### config.mk
export PLATFORM = sky130hd
export DESIGN_NAME = basys_input_capture
export DESIGN_NICKNAME = d
export VERILOG_FILES = /design/src/rtl/basys_input_capture_pkg.sv /design/src/rtl/basys_input_capture_debounce_cell.sv /design/src/rtl/basys_input_capture.sv
export SDC_FILE = /design/constraint.sdc
export NUM_CORES = 1
export LEC_CHECK = 0
export CORE_MARGIN = 8
export CORE_UTILIZATION = 52
export CTS_CLUSTER_SIZE = 10
export DETAILED_ROUTE_END_ITERATION = 16
export PLACE_DENSITY = 0.76
export SYNTH_ARGS = -nofsm -noshare
export SYNTH_HDL_FRONTEND = slang
export SYNTH_SLANG_ARGS = --single-unit
### constraint.sdc
create_clock -name clk -period 2.21 [get_ports clk]
set_input_delay 0.221 -clock clk [delete_from_list [all_inputs] [get_ports clk]]
set_output_delay 0.221 -clock clk [all_outputs]
set_load 0.01 [all_outputs]
### src/rtl/basys_input_capture_pkg.sv
// Shared definitions for the Basys3 input-capture slice.
// Holds the per-button debounce state encoding and the default debounce
// timing (1 ms at 100 MHz). The decoder-side logic uses the same defaults.
package basys_input_capture_pkg;

  // Debounce FSM states; the encoding is fixed so that other logic
  // (and waveform viewers) can decode state values directly.
  typedef enum logic [1:0] {
    IDLE_LOW  = 2'b00,
    WAIT_HIGH = 2'b01,
    IDLE_HIGH = 2'b10,
    WAIT_LOW  = 2'b11
  } btn_state_e;

  localparam int DEF_DEBOUNCE_CYCLES = 100000;
  localparam int DEF_CNT_W           = 17;

endpackage

### src/rtl/basys_input_capture_debounce_cell.sv
// debounce_cell: conditions one push-button.
// Raw pin -> 2-FF synchronizer -> debounce FSM with stability counter.
// The level and the one-cycle press/release pulses are all registered.
// Ports:
//   clk          in   system clock, posedge
//   reset_n      in   asynchronous active-low reset
//   btn_raw      in   raw, bouncing button pin
//   btn_level    out  debounced level
//   btn_press    out  one-cycle pulse on an accepted 0->1 change
//   btn_release  out  one-cycle pulse on an accepted 1->0 change
module debounce_cell
  import basys_input_capture_pkg::*;
#(
  parameter int DEBOUNCE_CYCLES = DEF_DEBOUNCE_CYCLES,
  parameter int CNT_W           = DEF_CNT_W
) (
  input  logic clk,
  input  logic reset_n,
  input  logic btn_raw,
  output logic btn_level,
  output logic btn_press,
  output logic btn_release
);

  localparam logic [CNT_W-1:0] CNT_LAST = CNT_W'(DEBOUNCE_CYCLES - 1);

  logic             r_s1;
  logic             r_s2;
  btn_state_e       r_state;
  btn_state_e       w_stateNext;
  logic [CNT_W-1:0] r_cnt;
  logic [CNT_W-1:0] w_cntNext;
  logic             r_level;
  logic             w_levelNext;
  logic             r_press;
  logic             w_pressNext;
  logic             r_release;
  logic             w_releaseNext;

  // Synchronizer, FSM state, counter and output registers.
  always_ff @(posedge clk or negedge reset_n) begin
    if (!reset_n) begin
      r_s1      <= 1'b0;
      r_s2      <= 1'b0;
      r_state   <= IDLE_LOW;
      r_cnt     <= '0;
      r_level   <= 1'b0;
      r_press   <= 1'b0;
      r_release <= 1'b0;
    end else begin
      r_s1      <= btn_raw;
      r_s2      <= r_s1;
      r_state   <= w_stateNext;
      r_cnt     <= w_cntNext;
      r_level   <= w_levelNext;
      r_press   <= w_pressNext;
      r_release <= w_releaseNext;
    end
  end

  // A new level is accepted only after the synchronized input has stayed
  // at it through the whole wait window; any glitch back restarts from IDLE.
  // The counter stops at CNT_LAST because acceptance leaves the WAIT state.
  always_comb begin
    w_stateNext   = r_state;
    w_cntNext     = r_cnt;
    w_levelNext   = r_level;
    w_pressNext   = 1'b0;
    w_releaseNext = 1'b0;
    case (r_state)
      IDLE_LOW: begin
        if (r_s2) begin
          w_stateNext = WAIT_HIGH;
          w_cntNext   = '0;
        end
      end
      WAIT_HIGH: begin
        if (!r_s2) begin
          w_stateNext = IDLE_LOW;
        end else if (r_cnt == CNT_LAST) begin
          w_stateNext = IDLE_HIGH;
          w_levelNext = 1'b1;
          w_pressNext = 1'b1;
        end else begin
          w_cntNext = r_cnt + CNT_W'(1);
        end
      end
      IDLE_HIGH: begin
        if (!r_s2) begin
          w_stateNext = WAIT_LOW;
          w_cntNext   = '0;
        end
      end
      WAIT_LOW: begin
        if (r_s2) begin
          w_stateNext = IDLE_HIGH;
        end else if (r_cnt == CNT_LAST) begin
          w_stateNext   = IDLE_LOW;
          w_levelNext   = 1'b0;
          w_releaseNext = 1'b1;
        end else begin
          w_cntNext = r_cnt + CNT_W'(1);
        end
      end
      default: begin
        w_stateNext = IDLE_LOW;
      end
    endcase
  end

  assign btn_level   = r_level;
  assign btn_press   = r_press;
  assign btn_release = r_release;

endmodule

### src/rtl/basys_input_capture.sv
// basys_input_capture: Basys3 button and switch conditioning.
// Buttons: one debounce_cell each (sync, debounce, press/release pulses).
// Switches: 2-FF synchronized, then snapshotted on a LOAD button press into
// a valid/ack holding register with a sticky overrun flag.
// Ports:
//   clk, reset_n   clock and asynchronous active-low reset
//   btn_raw        raw button pins           -> btn_level/btn_press/btn_release
//   sw_raw         raw switch pins           -> sw_sync (synchronized only)
//   sw_data        snapshot taken on LOAD press
//   sw_valid       snapshot pending until sw_ack
//   sw_ack         consumer has taken sw_data
//   sw_overrun     sticky: LOAD arrived while a snapshot was still pending
module basys_input_capture
  import basys_input_capture_pkg::*;
#(
  parameter int NBTN            = 5,
  parameter int NSW             = 16,
  parameter int DEBOUNCE_CYCLES = DEF_DEBOUNCE_CYCLES,
  parameter int CNT_W           = DEF_CNT_W,
  parameter int LOAD_IDX        = 0
) (
  input  logic            clk,
  input  logic            reset_n,
  input  logic [NBTN-1:0] btn_raw,
  input  logic [NSW-1:0]  sw_raw,
  output logic [NBTN-1:0] btn_level,
  output logic [NBTN-1:0] btn_press,
  output logic [NBTN-1:0] btn_release,
  output logic [NSW-1:0]  sw_sync,
  output logic [NSW-1:0]  sw_data,
  output logic            sw_valid,
  input  logic            sw_ack,
  output logic            sw_overrun
);

  logic [NSW-1:0] r_swS1;
  logic [NSW-1:0] r_swS2;
  logic [NSW-1:0] r_swData;
  logic           r_swValid;
  logic           r_swOverrun;
  logic           w_load;

  for (genvar gi = 0; gi < NBTN; gi++) begin : g_btn
    debounce_cell #(
      .DEBOUNCE_CYCLES(DEBOUNCE_CYCLES),
      .CNT_W          (CNT_W)
    ) u_cell (
      .clk        (clk),
      .reset_n    (reset_n),
      .btn_raw    (btn_raw[gi]),
      .btn_level  (btn_level[gi]),
      .btn_press  (btn_press[gi]),
      .btn_release(btn_release[gi])
    );
  end

  assign w_load = btn_press[LOAD_IDX];

  // Switch synchronizer plus snapshot handshake. A load always wins over an
  // ack in the same cycle, and the newest switch value always overwrites.
  always_ff @(posedge clk or negedge reset_n) begin
    if (!reset_n) begin
      r_swS1      <= '0;
      r_swS2      <= '0;
      r_swData    <= '0;
      r_swValid   <= 1'b0;
      r_swOverrun <= 1'b0;
    end else begin
      r_swS1 <= sw_raw;
      r_swS2 <= r_swS1;
      if (w_load) begin
        r_swData  <= r_swS2;
        r_swValid <= 1'b1;
        if (r_swValid && !sw_ack) begin
          r_swOverrun <= 1'b1;
        end
      end else if (sw_ack) begin
        r_swValid <= 1'b0;
      end
    end
  end

  assign sw_sync    = r_swS2;
  assign sw_data    = r_swData;
  assign sw_valid   = r_swValid;
  assign sw_overrun = r_swOverrun;

endmodule

### Yosys cells after proc, flatten, opt, wreduce, memory -nomap -nowiden

Cells that the tools add are included.

* add/subtract/negate cells: 5
* equal/unequal tests: 60
* multiplexer cells: 117
* reduce and logical (&&, ||, !) cells: 29

Operator list (count)
* $mux 17: 25
* $pmux 17 s4: 5
* $add 17x1->17 const B: 5
* $eq 17x17->1 const B: 5
* $mux 2: 30
* $mux 1: 47
* $ne 2x1->1 const B: 20
* $pmux 2 s4: 5
* $reduce_and 4->1: 10
* $reduce_and 5->1: 5
* $eq 2x2->1 const B: 10
* $ne 2x2->1 const B: 10
* $ne 3x1->1 const B: 5
* $ne 3x3->1 const B: 5
* $reduce_bool 2->1: 6
* $eq 2x1->1 const B: 5
* $logic_not 2->1: 5
* $pmux 1 s2: 5
* $reduce_and 2->1: 1
* $logic_and 1x1->1: 1
* $logic_not 1->1: 1

* register bits after elaboration: 170
* output and inout port bits: 49

### Logic depth before layout (Yosys ltp)

Gate-level depths: netlist (run 1).

* word-level depth: 4
* mapped depth: 7
* depth with buffers taken out: 6

### By module

Synthesis (run 1) repeated with hierarchy kept, for this count alone.

* cell total of the unflattened synthesis: 761
* area total of the unflattened synthesis: 8097.8 um^2

By module, submodules not included
* debounce_cell at g_btn[0].u_cell ...: instances 4, cells each 138, area an instance 1298.7 um^2
* basys_input_capture: instances 1, cells each 72, area an instance 1521.5 um^2
* debounce_cell at g_btn[4].u_cell: instances 1, cells each 137, area an instance 1381.3 um^2

### Worst setup path before layout (run 1)

No wires, ideal clock.

* kind: register to register
* from: register g_btn[3].u_cell.r_cnt[13]
* to: register (tool-made name)
* arrival time: 1.939 ns
* data required time: 2.082 ns
* slack: 0.144 ns
* cell stages (with the launch flop): 5
* path buffers: 0
* clock period less this slack: 2.066 ns
* cell sequence: dfrtp_1 -> or4b_1 -> nor4_4 -> and2_1 -> mux2_1

RTL lines
* start: declaration: RTL line basys_input_capture_debounce_cell.sv:31 `logic [CNT_W-1:0] r_cnt;`
* start signal: assignment: RTL line basys_input_capture_debounce_cell.sv:54 `r_cnt <= w_cntNext;`

### Final worst setup path (run 1)

* from: register g_btn[1].u_cell.r_cnt[1]
* to: register g_btn[1].u_cell.r_cnt[12]

* cells in the longest elaborated chain, start to end: 4
* elaborated cells on any way between the ends: 6
* classes of those cells: add/sub (1); eq/ne (1); mux (4)

Ends and longest elaborated chain
* start: declaration: RTL line basys_input_capture_debounce_cell.sv:31
* start signal: assignment: RTL line basys_input_capture_debounce_cell.sv:54
* $add 17x1->17 / $eq 17x17->1 (equally long branches)
* $mux 17 (*): RTL line basys_input_capture_debounce_cell.sv:80, basys_input_capture_debounce_cell.sv:97
* $mux 17 (on tied branches): RTL line basys_input_capture_debounce_cell.sv:95, basys_input_capture_debounce_cell.sv:78
* $pmux 17 s4 (*): RTL line basys_input_capture_debounce_cell.sv:70 `case (r_state)`

Mark *: on every way between the ends. The rest lies on a longest branch, timed or not. The select of a mux whose other input is x is not followed.
A chain may end at the register's enable or synchronous reset.

==> summary.txt, run 1 <==
Run status
  – Status: finished clean

CTS
  – CTS tree: built
  – Root Driver: clkbuf_16
  – # clock sinks: 170
  – Clock latency on the worst-skew pair: 0.44 ns
  – Clk buf depth: 2
  – Reg clk slew, reported paths: 0.07 ns
  – H-tree depth: 4
  – TritonCTS Buffers: 17

Global routing
  – First-pass GRT wire length: 29300 um
  – GRT Util Overall: 18.4%
  – Overflow left after global routing: 0
  – Vias in the first global route: 5940
  – Initial antenna violation count: 0
  – Largest net degree at the start of global routing: 46

Routing
  – DR vias/cell: 6.02
  – Total wire length: 17400 um
  – WL per Instance: 17.2 um
  – Routed vias: 6088
  – DRC Markers: 0
  – Router iterations before antenna repair: 7
  – DRT iter0 DRCs: 472
  – Final ANT Viol Nets: 0

Place
  – Placed insts: 979
  – # port buffers: 72
  – DP HPWL: 11900 um
  – Gpl congestion: 0.888
  – DP Worst Slack: 0.0774 ns

Timing
  – Clock Skew: 0.0114 ns
  – Final setup violation count: 0
  – Worst-margin pin slew: 0.633 ns
  – Total negative slack: 0 ns
  – FMAX: 481 MHz
  – Tmin final: 2.08 ns
  – Final hold viol count: 0
  – Final Max Slew Viols: 0
  – Final setup margin: 0.132 ns
  – Fin crit share: 94.0%
  – Rel. slew slack: 57.7%

Synth
  – Mapped Cells: 741
  – Post-Syn Nets: 770
  – Synth warn: 0
  – Register area share after synthesis: 54.2%
  – Post-Synth XOR/XNOR Area: 2.68%
  – Compound-Gate Fraction of Synth Area: 10.7%
  – Synthesized cell area: 7850 um2
  – Adder-cell share of the synthesized area: 0.797%
  – Synth cell count leaders: 170 x dfrtp_1, 69 x nand2_1, 58 x nor2_1
  – Synth async-reset ratio: 100%
  – Number of synthesized flops with an enable pin: 0
  – Yosys reg bits: 170
  – Primary FF master, synth: dfrtp_1
  – Largest family of logic cells by synthesized area: simple AND/OR/NAND/NOR gates
  – Cell variety after synth: 64
  – Synth area leaders: dfrtp_1 54%, mux2_2 3.7%, nand2_1 3.3%
  – Synth top area share: 54.2%
  – Most frequent cell after synthesis: dfrtp_1
  – Mux cell area share after synthesis: 5.28%
  – Biggest area consumer among synthesized cells: dfrtp_1
  – Post-Synth Simple-Gate Area: 22.7%
  – Syn_area_per_cell: 10.6 um2

Critical path
  – Worst-path fanout max: 6
  – R2r setup slk: 0.13 ns
  – CP Launch Type: flop
  – Setup crit end kind: flop
  – CP Data Arrival Time: 2.39 ns
  – WS Path Type: reg -> reg
  – CP required: 2.53 ns
  – Worst r2r src: g_btn[1].u_cell.r_cnt[1]
  – RR Endpoint: g_btn[1].u_cell.r_cnt[12]
  – R2R depth: 6

Floorplan
  – Die span in y: 139 um
  – Die X: 139 um
  – IO Pins: 73
  – Row cnt: 45
  – Effective utilization at floorplan: 52.4%
  – Die Area: 19300 um2
  – Core area: 15000 um2

Pwr
  – Pleak: 4.10 nW
  – Max VDD drop: 527 uV
  – Power consumption: 6.66 mW
  – Clock Power Share: 44.6%
  – Switching Fraction: 23.4%
  – P_int: 5.10 mW
  – Logic pwr share: 5.5%
  – P_sw: 1.56 mW
  – Power Dens Cells: 707 nW/um2
  – Register share of total power: 49.9%

Worst hold path
  – Hold Crit Endpoint: g_btn[2].u_cell.r_s1
  – Worst hold path cell count: 1
  – Min-delay src: btn_raw[2]
  – HP Class: in -> reg

Layout
  – Post-layout util: 62.9%
  – Share of layout cells above drive strength 1: 14.0%
  – Area growth syn-to-layout: 20.0%
  – Fill cell count: 1134
  – Nets: 840
  – Inserted Diodes: 0
  – Non-Filler Instances: 1012

Run
  – Max-cap violation count: 0
==> cell type report <==
type                            instances  area [um2]  share of cell area [%]
Inverter                                8        30.0                   0.319
Timing Repair Buffer                   99         965                    10.2
Sequential cell                       170        4260                    45.2
Clock inverter                         13         143                    1.51
Tap cell                              188         235                    2.50
Multi-Input combinational cell        515        3330                    35.4
Clock buffer                           19         453                    4.81
==> cell families after synthesis <==
family | Yosys count
simple gates | 320
flops | 170
compound gates | 128
buf+inv | 56
mux | 38
xor+xnor | 24
fa+ha+maj | 5
==> flip-flops by register name, summed over array words and instances, names as in the netlist, 16 cells and up, named ones only <==
name / flops
g_btn.u_cell.r_cnt: 85
r_swS1: 16
sw_sync: 16
sw_data: 16
==> worst max path at each step <==
| stage | slack, ns | to | depth (start not counted) | from |
|---|---|---|---|---|
| after floorplan | 0.14 | flop | 4 | g_btn[3].u_cell.r_cnt[13] |
| after global placement | 0.17 | g_btn[2].u_cell.r_cnt[0] | 5 | g_btn[2].u_cell.r_cnt[14] |
| after detailed placement | 0.08 | g_btn[1].u_cell.r_cnt[12] | 6 | g_btn[1].u_cell.r_cnt[1] |
| after CTS | 0.06 | g_btn[1].u_cell.r_cnt[12] | 6 | g_btn[1].u_cell.r_cnt[1] |
| after global routing | -0.009 | g_btn[1].u_cell.r_cnt[12] | 6 | g_btn[1].u_cell.r_cnt[0] |
| final | 0.13 | g_btn[1].u_cell.r_cnt[12] | 6 | g_btn[1].u_cell.r_cnt[1] |
==> metal layers <==
metal	global-route usage (%)	share of wire (%)	vias up
met3	4.03	4.1	30
li1	-	-	2840
met2	31.4	51	157
met4	7.11	1.7	0
met1	22.4	43	3061
met5	0	0	-
==> critical path: stages, from the launching register on <==
cell and delay, ns:
dfrtp_2 0.42, ha_2 0.24, nor4bb_2 0.28, and3b_1 0.26, nand3_1 0.19, and3b_1 0.22, a2111oi_1 0.34
==> power by group through the flow <==
| stage | Clock, mW | Sequential, mW | Combinational [mW] |
|---|---|---|---|
| finish | 2.97 | 3.32 | 0.366 |
| detailed placement | 0 | 3.37 | 0.367 |
| CTS | 3.03 | 3.32 | 0.370 |
| floorplan | 0 | 3.33 | 0.182 |
| global route | 3.17 | 3.33 | 0.410 |
| global placement | 0 | 3.36 | 0.352 |
==> through the flow <==
| step | hold WS [ns] | cell area, um2 |
|---|---|---|
| 2_1_floorplan | -0.0746 | 7850 |
| 3_3_place_gp | 0.168 | 8790 |
| 3_5_place_dp | 0.177 | 8790 |
| 4_1_cts | 0.211 | 9400 |
| 5_1_grt | 0.214 | 9420 |
| 6_report | 0.220 | 9420 |
==> layout by cell type (no fill, tap or decap), types with 4 or more instances in the layout <==
cell type,Yosys,routed
a31oi_1,11,11
nor3b_1,11,11
nand3_1,47,47
a22o_1,19,19
and3_1,14,14
nor2_1,58,56
mux2i_1,11,11
or2_2,5,5
buf_4,15,23
nand4_1,21,21
nand3b_1,7,7
o211ai_1,8,8
nand2_1,69,69
nor4_1,6,6
a21o_1,5,5
nor3_1,29,29
xnor2_1,10,9
clkdlybuf4s50_1,0,71
nand2b_1,4,4
ha_1,5,4
or4b_2,5,5
o21ai_0,31,31
dfrtp_1,170,167
xor2_1,14,14
a21oi_1,30,30
clkinv_4,0,4
nand4b_1,9,9
mux2_2,26,26
or4b_1,5,5
inv_1,8,8
clkbuf_16,0,17
==> repair_timing <==
| action | 4_1_cts | 5_1_grt |
|---|---|---|
| resized for setup | 0 | 8 |
| buffers inserted | 0 | 0 |
| setup endpoints to repair | 0 | 3 |
| endpoints found under the hold margin | 41 | 0 |
| hold buffers | 1 | 0 |
Note: power is estimated with default switching activity, not from simulation.
==> inputs of run 2 (changes only) <==
--- a/config.mk
+++ b/config.mk
@@ -6,10 +6,11 @@
 export NUM_CORES = 1
 export LEC_CHECK = 0
 export CORE_MARGIN = 8
-export CORE_UTILIZATION = 52
+export CORE_UTILIZATION = 43
 export CTS_CLUSTER_SIZE = 10
 export DETAILED_ROUTE_END_ITERATION = 16
-export PLACE_DENSITY = 0.76
+export GPL_ROUTABILITY_DRIVEN = 0
+export PLACE_DENSITY = 0.65
 export SYNTH_ARGS = -nofsm -noshare
 export SYNTH_HDL_FRONTEND = slang
 export SYNTH_SLANG_ARGS = --single-unit
==> summary.txt, run 2 (synthesis gave the netlist of run 1 again) <==
Run status
  – Status: finished clean

Pwr
  – Max VDD drop: 546 uV
  – Pleak: 4.15 nW
  – Power consumption: 6.78 mW
  – Power Dens Cells: 711 nW/um2

CTS
  – # clock sinks: 170
  – Reg clk slew, reported paths: 0.07 ns
  – Clk buf depth: 2
  – H-tree depth: 4
  – TritonCTS Buffers: 17
  – Root Driver: clkbuf_16
  – Clock latency on the worst-skew pair: 0.43 ns
  – CTS tree: built

Routing
  – DRT iter0 DRCs: 453
  – Final ANT Viol Nets: 0
  – Router iterations before antenna repair: 4
  – DR vias/cell: 5.68
  – Routed vias: 6019
  – Total wire length: 16900 um
  – DRC Markers: 0
  – WL per Instance: 15.9 um

Timing
  – Final Max Slew Viols: 0
  – RSZ-0062 raised after global routing: false
  – Worst-margin pin slew: 0.640 ns
  – FMAX: 481 MHz
  – Final hold viol count: 0
  – Rel. slew slack: 57.0%
  – Clock Skew: 0.0125 ns
  – Total negative slack: 0 ns
  – Tmin final: 2.08 ns
  – Fin crit share: 94.1%
  – Final setup violation count: 0

Critical path
  – Worst setup path startpoint: g_btn[2].u_cell.r_cnt[1]
  – Critical path's slowest cell: dfrtp_1
  – CP Launch Type: flop
  – WS Path Type: reg -> reg
  – CP required: 2.53 ns
  – Cell Chain, Critical Path: ha_2, nand4_1, nor4_2, buf_4, nor2_1, mux2_2, a22o_1
  – Worst r2r src: g_btn[2].u_cell.r_cnt[1]
  – WP buf/inv: 1
  – Setup crit end kind: flop
  – Critical path's largest stage delay: 0.46 ns
  – Worst-path fanout max: 9
  – Delay-heaviest family, CP: simple AND/OR/NAND/NOR gates
  – CP Data Arrival Time: 2.40 ns

Floorplan
  – Die X: 151 um
  – Die span in y: 151 um
  – Effective utilization at floorplan: 43.7%
  – Die Area: 22800 um2
  – Core area: 18000 um2
  – IO Pins: 73
  – Row cnt: 49

Layout
  – Area of the multi-input gates: 3320 um2
  – Fill cell count: 1535
  – Commonest non-fill, non-tap cells in the layout: 170 x dfrtp_1, 71 x clkdlybuf4s50_1, 69 x nand2_1, 57 x nor2_1, 47 x nand3_1
  – Register area: 4250 um2
  – Commonest non-fill, non-tap cell in the layout: dfrtp_1
  – Number of flip-flops in the largest register: 85
  – Nets: 847
  – Largest reg by FF count: g_btn.u_cell.r_cnt
  – Share of layout cells above drive strength 1: 14.1%
  – Area growth syn-to-layout: 21.4%
  – Inserted Diodes: 0

Place
  – DP HPWL: 11800 um
  – # port buffers: 72

Global routing
  – Vias in the first global route: 5782
  – Initial antenna violation count: 0
  – First-pass GRT wire length: 28400 um
  – GRT Util Overall: 15.4%
  – Overflow left after global routing: 0
  – Largest net degree at the start of global routing: 60

Worst hold path
  – HP Class: in -> reg
  – Min-delay src: btn_raw[3]

Run
  – Max-cap violation count: 0
run 2: cell count changes in the layout (fill, tap and decap cells not counted), sizes merged:
cell / before / now
buf: 27 / 34
bufinv: 2 / 3
clkbuf: 19 / 18
clkinv: 7 / 2
clkinvlp: 2 / 3
inv: 10 / 14
run 2: metal layers:
metal  part of all wire, %  vias up  track usage [%]
met1                    47     3014             20.0
met2                    47      131             24.4
met3                   4.8       18             4.36
met5                     0        -                0
li1                      -     2856                -
met4                   1.2        0             4.95
run 2: area by class of cell:
type,instances,area share (%)
sequential,170,44.6
multi-input combinational,515,34.9
timing repair buffer,106,10.7
clock buffer,18,4.61
tap,229,3.01
clock inverter,14,1.88
inverter,8,0.315
run 2: worst paths after layout:
kind,end,slack [ns],cells after the start
max in group asynchronous,g_btn[3].u_cell.r_cnt[13],1.27,3
setup / recovery,g_btn[2].u_cell.r_cnt[0],0.13,7
min in group asynchronous,sw_sync[6],0.25,2
hold reg to reg,g_btn[4].u_cell.r_s2,0.35,0
setup reg to reg,g_btn[2].u_cell.r_cnt[0],0.13,7
hold / removal,g_btn[3].u_cell.r_s1,0.23,1
run 2: where the power goes:
group / total, mW / switching (mW) / internal (mW)
Sequential: 3.31 / 0.109 / 3.20
Clock: 3.10 / 1.27 / 1.83
Combinational: 0.363 / 0.197 / 0.166
Total: 6.78 / 1.58 / 5.20
run 2: per-stage QoR:
step,cell area [um2],setup slack [ns],instances,utilization (%),hold slack (ns)
after floorplan,7850,0.144,741,-,-0.0746
after global placement,8880,0.167,1025,49.4,0.131
after detailed placement,8880,0.129,1025,49.4,0.138
after CTS,9510,0.0603,1058,52.9,0.206
after global routing,9530,0.00265,1060,53.0,0.199
final,9530,0.131,1060,53.0,0.227
run 2: what timing repair did:
| action | 4_1_cts | 5_1_grt |
|---|---|---|
| setup endpoints to repair | 0 | 5 |
| endpoints found under the hold margin | 32 | 0 |
| resized for setup | 0 | 4 |
| buffers inserted | 0 | 2 |
| hold buffers | 1 | 0 |
